## src/rtl/window5x5_ctrl_if.sv

```systemverilog
// Pixel-stream and window-status bundle between a raster pixel source and window5x5_ctrl.
// Handshake: a pixel moves on every rising edge where in_valid and in_ready are both high; the source holds in_pixel/in_sof stable until then.
interface window5x5_ctrl_if #(
    parameter int XW = 12,
    parameter int YW = 11
);
    logic          in_valid;
    logic [7:0]    in_pixel;
    logic          in_sof;
    logic          in_ready;
    logic          shift_en;
    logic [7:0]    out_pixel;
    logic          win_valid;
    logic [XW-1:0] win_x;
    logic [YW-1:0] win_y;
    logic          frame_done;
    logic          err_sof;

    modport master (
        output in_valid, in_pixel, in_sof,
        input  in_ready, shift_en, out_pixel, win_valid, win_x, win_y, frame_done, err_sof
    );

    modport slave (
        input  in_valid, in_pixel, in_sof,
        output in_ready, shift_en, out_pixel, win_valid, win_x, win_y, frame_done, err_sof
    );
endinterface

```

## src/rtl/window5x5_ctrl.sv

```systemverilog
// Sequencing controller for a 5x5 sliding window: frame lock, shift enable, position tracking, window qualification.
// Optional macro WIN_CTRL_SOF_RESYNC_EN: a mid-frame in_sof restarts the frame at (0,0) instead of being counted as data.
module window5x5_ctrl #(
    parameter int W  = 3124,
    parameter int H  = 2048,
    parameter int XW = $clog2(W),
    parameter int YW = $clog2(H)
) (
    input  logic       clk,
    input  logic       rst,
    window5x5_ctrl_if.slave bus,
    output logic [1:0] o_dbg_state
);
    typedef enum logic [1:0] {IDLE = 2'd0, FILL = 2'd1, RUN = 2'd2, DONE = 2'd3} state_t;

    localparam logic [XW-1:0] COL_LAST  = XW'(W - 1);
    localparam logic [YW-1:0] ROW_LAST  = YW'(H - 1);
    localparam logic [YW-1:0] FILL_LAST = YW'(3);
    localparam logic [XW-1:0] X_MIN     = XW'(4);
    localparam logic [YW-1:0] Y_MIN     = YW'(4);

    state_t        r_state, w_state_nxt;
    logic [XW-1:0] r_col, w_col_nxt;
    logic [YW-1:0] r_row, w_row_nxt;
    logic          r_win_valid, r_err_sof;
    logic [XW-1:0] r_win_x;
    logic [YW-1:0] r_win_y;
    logic          w_ready, w_acc, w_shift, w_sof_mid, w_restart;
    logic [XW-1:0] w_x;
    logic [YW-1:0] w_y;

    assign w_ready   = (r_state != DONE);
    assign w_acc     = bus.in_valid & w_ready;
    assign w_shift   = w_acc & ((r_state != IDLE) | bus.in_sof);
    assign w_sof_mid = w_acc & bus.in_sof & ((r_state == FILL) | (r_state == RUN));
`ifdef WIN_CTRL_SOF_RESYNC_EN
    assign w_restart = w_acc & bus.in_sof;
`else
    assign w_restart = w_acc & bus.in_sof & (r_state == IDLE);
`endif
    // Coordinates of the pixel being shifted this cycle; a (re)start pixel is always (0,0).
    assign w_x = w_restart ? '0 : r_col;
    assign w_y = w_restart ? '0 : r_row;

    always_ff @(posedge clk or posedge rst) begin
        if (rst) begin
            r_state <= IDLE;
            r_col   <= '0;
            r_row   <= '0;
        end else begin
            r_state <= w_state_nxt;
            r_col   <= w_col_nxt;
            r_row   <= w_row_nxt;
        end
    end

    always_comb begin
        w_state_nxt = r_state;
        w_col_nxt   = r_col;
        w_row_nxt   = r_row;
        case (r_state)
            DONE: w_state_nxt = IDLE;
            default: begin
                if (w_restart) begin
                    w_state_nxt = FILL;
                    w_col_nxt   = XW'(1);
                    w_row_nxt   = '0;
                end else if (w_shift) begin
                    if (r_col == COL_LAST) begin
                        w_col_nxt = '0;
                        w_row_nxt = r_row + YW'(1);
                        if ((r_state == FILL) && (r_row == FILL_LAST)) begin
                            w_state_nxt = RUN;
                        end
                        if ((r_state == RUN) && (r_row == ROW_LAST)) begin
                            w_state_nxt = DONE;
                            w_row_nxt   = '0;
                        end
                    end else begin
                        w_col_nxt = r_col + XW'(1);
                    end
                end
            end
        endcase
    end

    always_comb begin
        bus.in_ready   = w_ready;
        bus.shift_en   = w_shift;
        bus.out_pixel  = bus.in_pixel;
        bus.frame_done = (r_state == DONE);
        bus.win_valid  = r_win_valid;
        bus.win_x      = r_win_x;
        bus.win_y      = r_win_y;
        bus.err_sof    = r_err_sof;
        o_dbg_state    = r_state;
    end

    // Qualification is purely counter-based, so stale line-buffer data never yields a valid window.
    always_ff @(posedge clk or posedge rst) begin
        if (rst) begin
            r_win_valid <= 1'b0;
            r_win_x     <= '0;
            r_win_y     <= '0;
            r_err_sof   <= 1'b0;
        end else begin
            r_err_sof <= w_sof_mid;
            if (w_shift) begin
                r_win_valid <= (w_y >= Y_MIN) && (w_x >= X_MIN);
                r_win_x     <= w_x - XW'(2);
                r_win_y     <= w_y - YW'(2);
            end else begin
                r_win_valid <= 1'b0;
            end
        end
    end
endmodule

```

## src/flat_wrapper.sv

```systemverilog
// flat-port wrapper written by rule: the top's interface ports become plain ports
module window5x5_ctrl_flat 
#(
    parameter int W  = 3124,
    parameter int H  = 2048,
    parameter int XW = $clog2(W),
    parameter int YW = $clog2(H)
)
  (clk, rst, o_dbg_state, bus_in_valid, bus_in_pixel, bus_in_sof, bus_in_ready, bus_shift_en, bus_out_pixel, bus_win_valid, bus_win_x, bus_win_y, bus_frame_done, bus_err_sof);
  window5x5_ctrl_if #(.XW(XW), .YW(YW)) bus_i ();
  input  logic clk;
  input  logic rst;
  output logic [1:0] o_dbg_state;
  input wire logic [$bits(bus_i.in_valid)-1:0] bus_in_valid;
  input wire logic [$bits(bus_i.in_pixel)-1:0] bus_in_pixel;
  input wire logic [$bits(bus_i.in_sof)-1:0] bus_in_sof;
  output wire logic [$bits(bus_i.in_ready)-1:0] bus_in_ready;
  output wire logic [$bits(bus_i.shift_en)-1:0] bus_shift_en;
  output wire logic [$bits(bus_i.out_pixel)-1:0] bus_out_pixel;
  output wire logic [$bits(bus_i.win_valid)-1:0] bus_win_valid;
  output wire logic [$bits(bus_i.win_x)-1:0] bus_win_x;
  output wire logic [$bits(bus_i.win_y)-1:0] bus_win_y;
  output wire logic [$bits(bus_i.frame_done)-1:0] bus_frame_done;
  output wire logic [$bits(bus_i.err_sof)-1:0] bus_err_sof;
  assign bus_i.in_valid = bus_in_valid;
  assign bus_i.in_pixel = bus_in_pixel;
  assign bus_i.in_sof = bus_in_sof;
  assign bus_in_ready = bus_i.in_ready;
  assign bus_shift_en = bus_i.shift_en;
  assign bus_out_pixel = bus_i.out_pixel;
  assign bus_win_valid = bus_i.win_valid;
  assign bus_win_x = bus_i.win_x;
  assign bus_win_y = bus_i.win_y;
  assign bus_frame_done = bus_i.frame_done;
  assign bus_err_sof = bus_i.err_sof;
  window5x5_ctrl #(.W(W), .H(H), .XW(XW), .YW(YW)) u_core (.clk(clk), .rst(rst), .bus(bus_i), .o_dbg_state(o_dbg_state));
endmodule
```

## config.mk

```make
export PLATFORM = sky130hd
export DESIGN_NAME = window5x5_ctrl_flat
export DESIGN_NICKNAME = d
export VERILOG_FILES = /design/src/rtl/window5x5_ctrl_if.sv /design/src/rtl/window5x5_ctrl.sv /design/src/flat_wrapper.sv
export SDC_FILE = /design/constraint.sdc
export NUM_CORES = 1
export LEC_CHECK = 0
export ABC_AREA = 0
export CAP_MARGIN = 25
export CORE_ASPECT_RATIO = 0.8
export CORE_MARGIN = 2
export CORE_UTILIZATION = 66
export CTS_BUF_LIST = sky130_fd_sc_hd__clkbuf_8
export DETAILED_ROUTE_END_ITERATION = 6
export DONT_BUFFER_PORTS = 1
export PLACE_DENSITY = 0.82
export SETUP_SLACK_MARGIN = 0.02
export SYNTH_ARGS = -nofsm -noshare
export SYNTH_HDL_FRONTEND = slang
export SYNTH_SLANG_ARGS = --single-unit
```

## constraint.sdc

```tcl
create_clock -name clk -period 2.9 [get_ports clk]
set_input_delay 0.58 -clock clk [delete_from_list [all_inputs] [get_ports clk]]
set_output_delay 0.58 -clock clk [all_outputs]
set_load 0.05 [all_outputs]
```

==> metrics.log <==
INFO  metric power_switching = 1.06 mW
INFO  metric compound_cell_area_share_of_the_yosys_netlist = 16.4%
INFO  metric multiplexer_share_of_the_synthesized_area = 1.03%
INFO  metric floorplan.initialDensity = 69.2%
INFO  metric ys.flop_type = dfrtp_1
INFO  metric total_power = 2.32 mW
INFO  metric seqPwrFrac = 56.1%
INFO  metric synth.ff_latch_count = 50
INFO  metric grt_total_ovfl = 0
INFO  metric detailed_place.area = 0.00287 mm²
INFO  metric report.final.hold_viol_count = 0
INFO  metric die_width = 78.2 µm
INFO  metric critPathRequiredTime = 2.32 ns
INFO  metric drt_pre_antenna_iters = 4
INFO  metric route.met2.wl = 2370 µm
INFO  metric first_global_vias = 2,105
INFO  metric grt_start_max_net_pins = 51
INFO  metric gpl.final_weighted_congestion = 0.875
INFO  metric top_metal_used = met4
INFO  metric num-fill-cells = 323
INFO  metric floorplan.die_area = 0.00496 mm²
INFO  metric reg2reg_from = u_core.o_dbg_state[0]$_DFFE_PP0P_
INFO  metric core.rowCount = 21
INFO  metric outcome = completed
INFO  metric grt_antenna_before_repair = 0
INFO  metric setup-tns-final = 0 ns
INFO  metric timing_worst_setup_path_type = flop to output port
INFO  metric io_buffer_count = 0
INFO  metric clkSlewWorstSetupHoldPaths = 0.09 ns
INFO  metric synth-simple-area-share = 23.1%
INFO  metric wl_met3 = 513 µm
INFO  metric cellLeakagePower = 1.30 nW
INFO  metric top_level_ports = 50
INFO  metric post_route_clock_period_utilization = 92.1%
INFO  metric grt_usage = 26.0%
INFO  metric end_kind = output port
INFO  metric ordered_list_of_cells_on_the_worst_path = ha_2, nor2b_1, o21ai_2, inv_1, buf_4
INFO  metric clock-root-buffer = clkbuf_8
INFO  metric route.layer.met1.wl = 2880 µm
INFO  metric reg2reg_to = u_core.bus.win_x[9]$_DFFE_PP0P_
INFO  metric dp.cells = 350
INFO  metric crit_slowest_cell = dfrtp_1
INFO  metric cts-buffers-inserted = 5
INFO  metric num_vias = 2,224
INFO  metric cellPowerDensity = 778 mW/mm²
INFO  metric timing_worst_slew_pin_value = 0.534 ns
INFO  metric tritoncts = done
INFO  metric synth_xor_area_share = 5.72%
INFO  metric synth.lib_cells_used.distinct = 51
INFO  metric synth_async_sr_flop_share = 100%
INFO  metric grt_first_pass_wirelength = 10,200 µm
INFO  metric finalWorstPathRequiredPeriod = 2.67 ns
INFO  metric syn_nets = 338
INFO  metric worst-path-max-fanout = 16
INFO  metric timing.slew.headroom = 63.4%
INFO  metric setup_viol = 0
INFO  metric fmaxAchievable = 374 MHz
INFO  metric post-cts-setup-buffers = 0
INFO  metric antenna_violation_net_count_after_detailed_routing = 0
INFO  metric intPower = 1.26 mW
INFO  metric synthesis.area = 0.00291 mm²
INFO  metric drt_iter0_drc = 241
INFO  metric critPathLaunch = u_core.o_dbg_state[0]$_DFFE_PP0P_
INFO  metric ctsHtreeMaxLevel = 2
INFO  metric final_cell_area_excluding_filler_cells = 0.00298 mm²
INFO  metric drive_gt1_share = 10.6%
INFO  metric commonest_non_fill_non_tap_cells_in_the_layout = dfrtp_1 (50), nor2_1 (33), nand2_1 (32)
INFO  metric die-height = 63.4 µm
INFO  metric most_frequent_standard_cell_in_the_layout_excluding_fill_and_tap_cells = dfrtp_1
INFO  metric antenna-diode-count = 0
INFO  metric cts-root-to-sink-buffers = 2
INFO  metric synth-adder-area-share = 3.44%
INFO  metric power.clock.fraction = 17.6%
INFO  metric worstRegToRegCells = 9
INFO  metric postSynthAreaPerCell = 9.15 µm²
INFO  metric worstSkewPairLatency = 0.30 ns
INFO  metric startpoint_type = flop
INFO  metric nets = 321
INFO  metric ir_drop_worst_vdd = 0.000735 V
INFO  metric setup.reg_to_reg.worst_slack = 0.39 ns
INFO  metric synth.yosys.seq_area_share = 43.0%
INFO  metric finalWirelength = 5830 µm
INFO  metric power_frac_comb = 26.3%
INFO  metric dp.final_hpwl = 4030 µm
INFO  metric count_of_placed_standard_cells_in_the_final_layout_fillers_left_out = 359
INFO  metric power_switching_share = 45.5%
INFO  metric tritoncts_num_sinks = 50
INFO  metric flow.area_growth_from_synthesis = 2.45%
INFO  metric synth_edf_count = 0
INFO  metric largest_family_of_logic_cells_by_synthesized_area = simple AND/OR/NAND/NOR gates
INFO  metric max-cap-violations = 0
INFO  metric data_arrival_time_of_the_worst_path = 2.09 ns
INFO  metric design.core.area = 0.00420 mm²
INFO  metric postSynthCellCount = 318
INFO  metric post_drt_via_cell_ratio = 6.19
INFO  metric rsz0062_at_grt = false
INFO  metric final_max_slew_viol_count = 0
INFO  metric drcViolationCount = 0
INFO  metric wire_per_inst = 16.2 µm
INFO  metric timing.clock.skew = 0.00494 ns
INFO  metric ys.warnings.count = 0
INFO  metric worst_path_largest_cell_delay = 0.43 ns
INFO  metric timing.hold.worst.class = input port to async pin
==> metal layers <==
metal	vias to the layer above	GRT usage (%)
met5	-	0
met4	0	8.33
met3	13	6.59
met2	105	35.5
met1	1030	40.2
li1	1076	-
==> state kept, by name, indices dropped and copies added, names as in the netlist <==
name and cells:
u_core.r_col 12, u_core.bus.err_sof 1, u_core.bus.win_y 11, u_core.o_dbg_state 2
u_core.bus.win_x 12, u_core.bus.win_valid 1, u_core.r_row 11
==> worst max path at each step <==
| stage | endpoint | slack [ns] |
|---|---|---|
| 2_1_floorplan | u_core.bus.win_x[5]$_DFFE_PP0P_ | 0.09 |
| 3_3_place_gp | u_core.bus.win_x[9]$_DFFE_PP0P_ | 0.41 |
| 3_5_place_dp | u_core.bus.win_x[9]$_DFFE_PP0P_ | 0.25 |
| 4_1_cts | u_core.bus.win_x[9]$_DFFE_PP0P_ | 0.24 |
| 5_1_grt | bus_shift_en | 0.14 |
| 6_report | bus_shift_en | 0.23 |
==> layout make-up <==
cell class,count,area (µm²),share of cell area (%)
tap,57,71.3,2.39
sequential,50,1250,42.0
timing repair buffer,9,80.1,2.69
clock inverter,2,8.76,0.294
multi-input combinational,227,1460,48.9
clock buffer,6,82.6,2.77
inverter,8,30.0,1.01
==> synth_stat cells, types with 2 or more instances <==
| library cell | instances | area, µm² |
|---|---|---|
| o21ai_1 | 5 | 25.0 |
| buf_6 | 3 | 33.8 |
| buf_4 | 8 | 60.1 |
| xor2_1 | 8 | 70.1 |
| clkbuf_1 | 17 | 63.8 |
| a21oi_1 | 17 | 85.1 |
| a211oi_1 | 6 | 45.0 |
| buf_2 | 5 | 25.0 |
| o21a_1 | 2 | 15.0 |
| a31oi_1 | 3 | 18.8 |
| xnor2_1 | 11 | 96.3 |
| mux2i_1 | 3 | 30.0 |
| o31ai_1 | 6 | 45.0 |
| a21o_1 | 7 | 52.6 |
| and3_1 | 7 | 43.8 |
| inv_1 | 8 | 30.0 |
| nor4_1 | 5 | 31.3 |
| or3_1 | 2 | 12.5 |
| nor2b_1 | 2 | 12.5 |
| nand3_1 | 9 | 45.0 |
| nand2_1 | 32 | 120 |
| a2bb2oi_1 | 2 | 17.5 |
| nor2_1 | 33 | 124 |
| dfrtp_1 | 50 | 1250 |
| o21ai_0 | 12 | 60.1 |
| nand4_1 | 9 | 56.3 |
| ha_1 | 8 | 100 |
| nor3_4 | 2 | 32.5 |
| a22o_1 | 4 | 35.0 |
| nor3_1 | 11 | 55.1 |
==> timing repair <==
item | 4_1_cts | 5_1_grt
resized for setup | 0 | 1
hold buffers | 0 | 0
setup endpoints to repair | 0 | 1
==> cells by family after synthesis <==
| family | count (synthesis) |
|---|---|
| simple gates | 125 |
| fa+ha+maj | 8 |
| compound gates | 72 |
| mux | 3 |
| flops | 50 |
| buf+inv | 41 |
| xor+xnor | 19 |
==> critical path, delay by kind of cell (launching register included) <==
| family | cells | cell delay, ns |
|---|---|---|
| flops | 1 | 0.43 |
| buf+inv | 2 | 0.57 |
| fa+ha+maj | 1 | 0.33 |
| simple gates | 1 | 0.34 |
| compound gates | 1 | 0.11 |
==> power groups by stage <==
stage	logic, mW	registers (mW)	clock network (mW)
floorplan	0.542	1.25	0
global placement	0.587	1.31	0
detailed placement	0.598	1.32	0
CTS	0.606	1.30	0.417
global route	0.695	1.33	0.448
finish	0.609	1.30	0.408
==> metrics by stage <==
step           worst slack [ns]  hold WS [ns]  utilization [%]
4_1_cts                   0.238         0.421             70.3
6_report                  0.229        0.0618             70.9
3_3_place_gp              0.405         0.552             68.2
5_1_grt                   0.140        0.0594             70.9
3_5_place_dp              0.252         0.568             68.2
2_1_floorplan            0.0862         0.507                -
(Power assumes the default switching activity.)
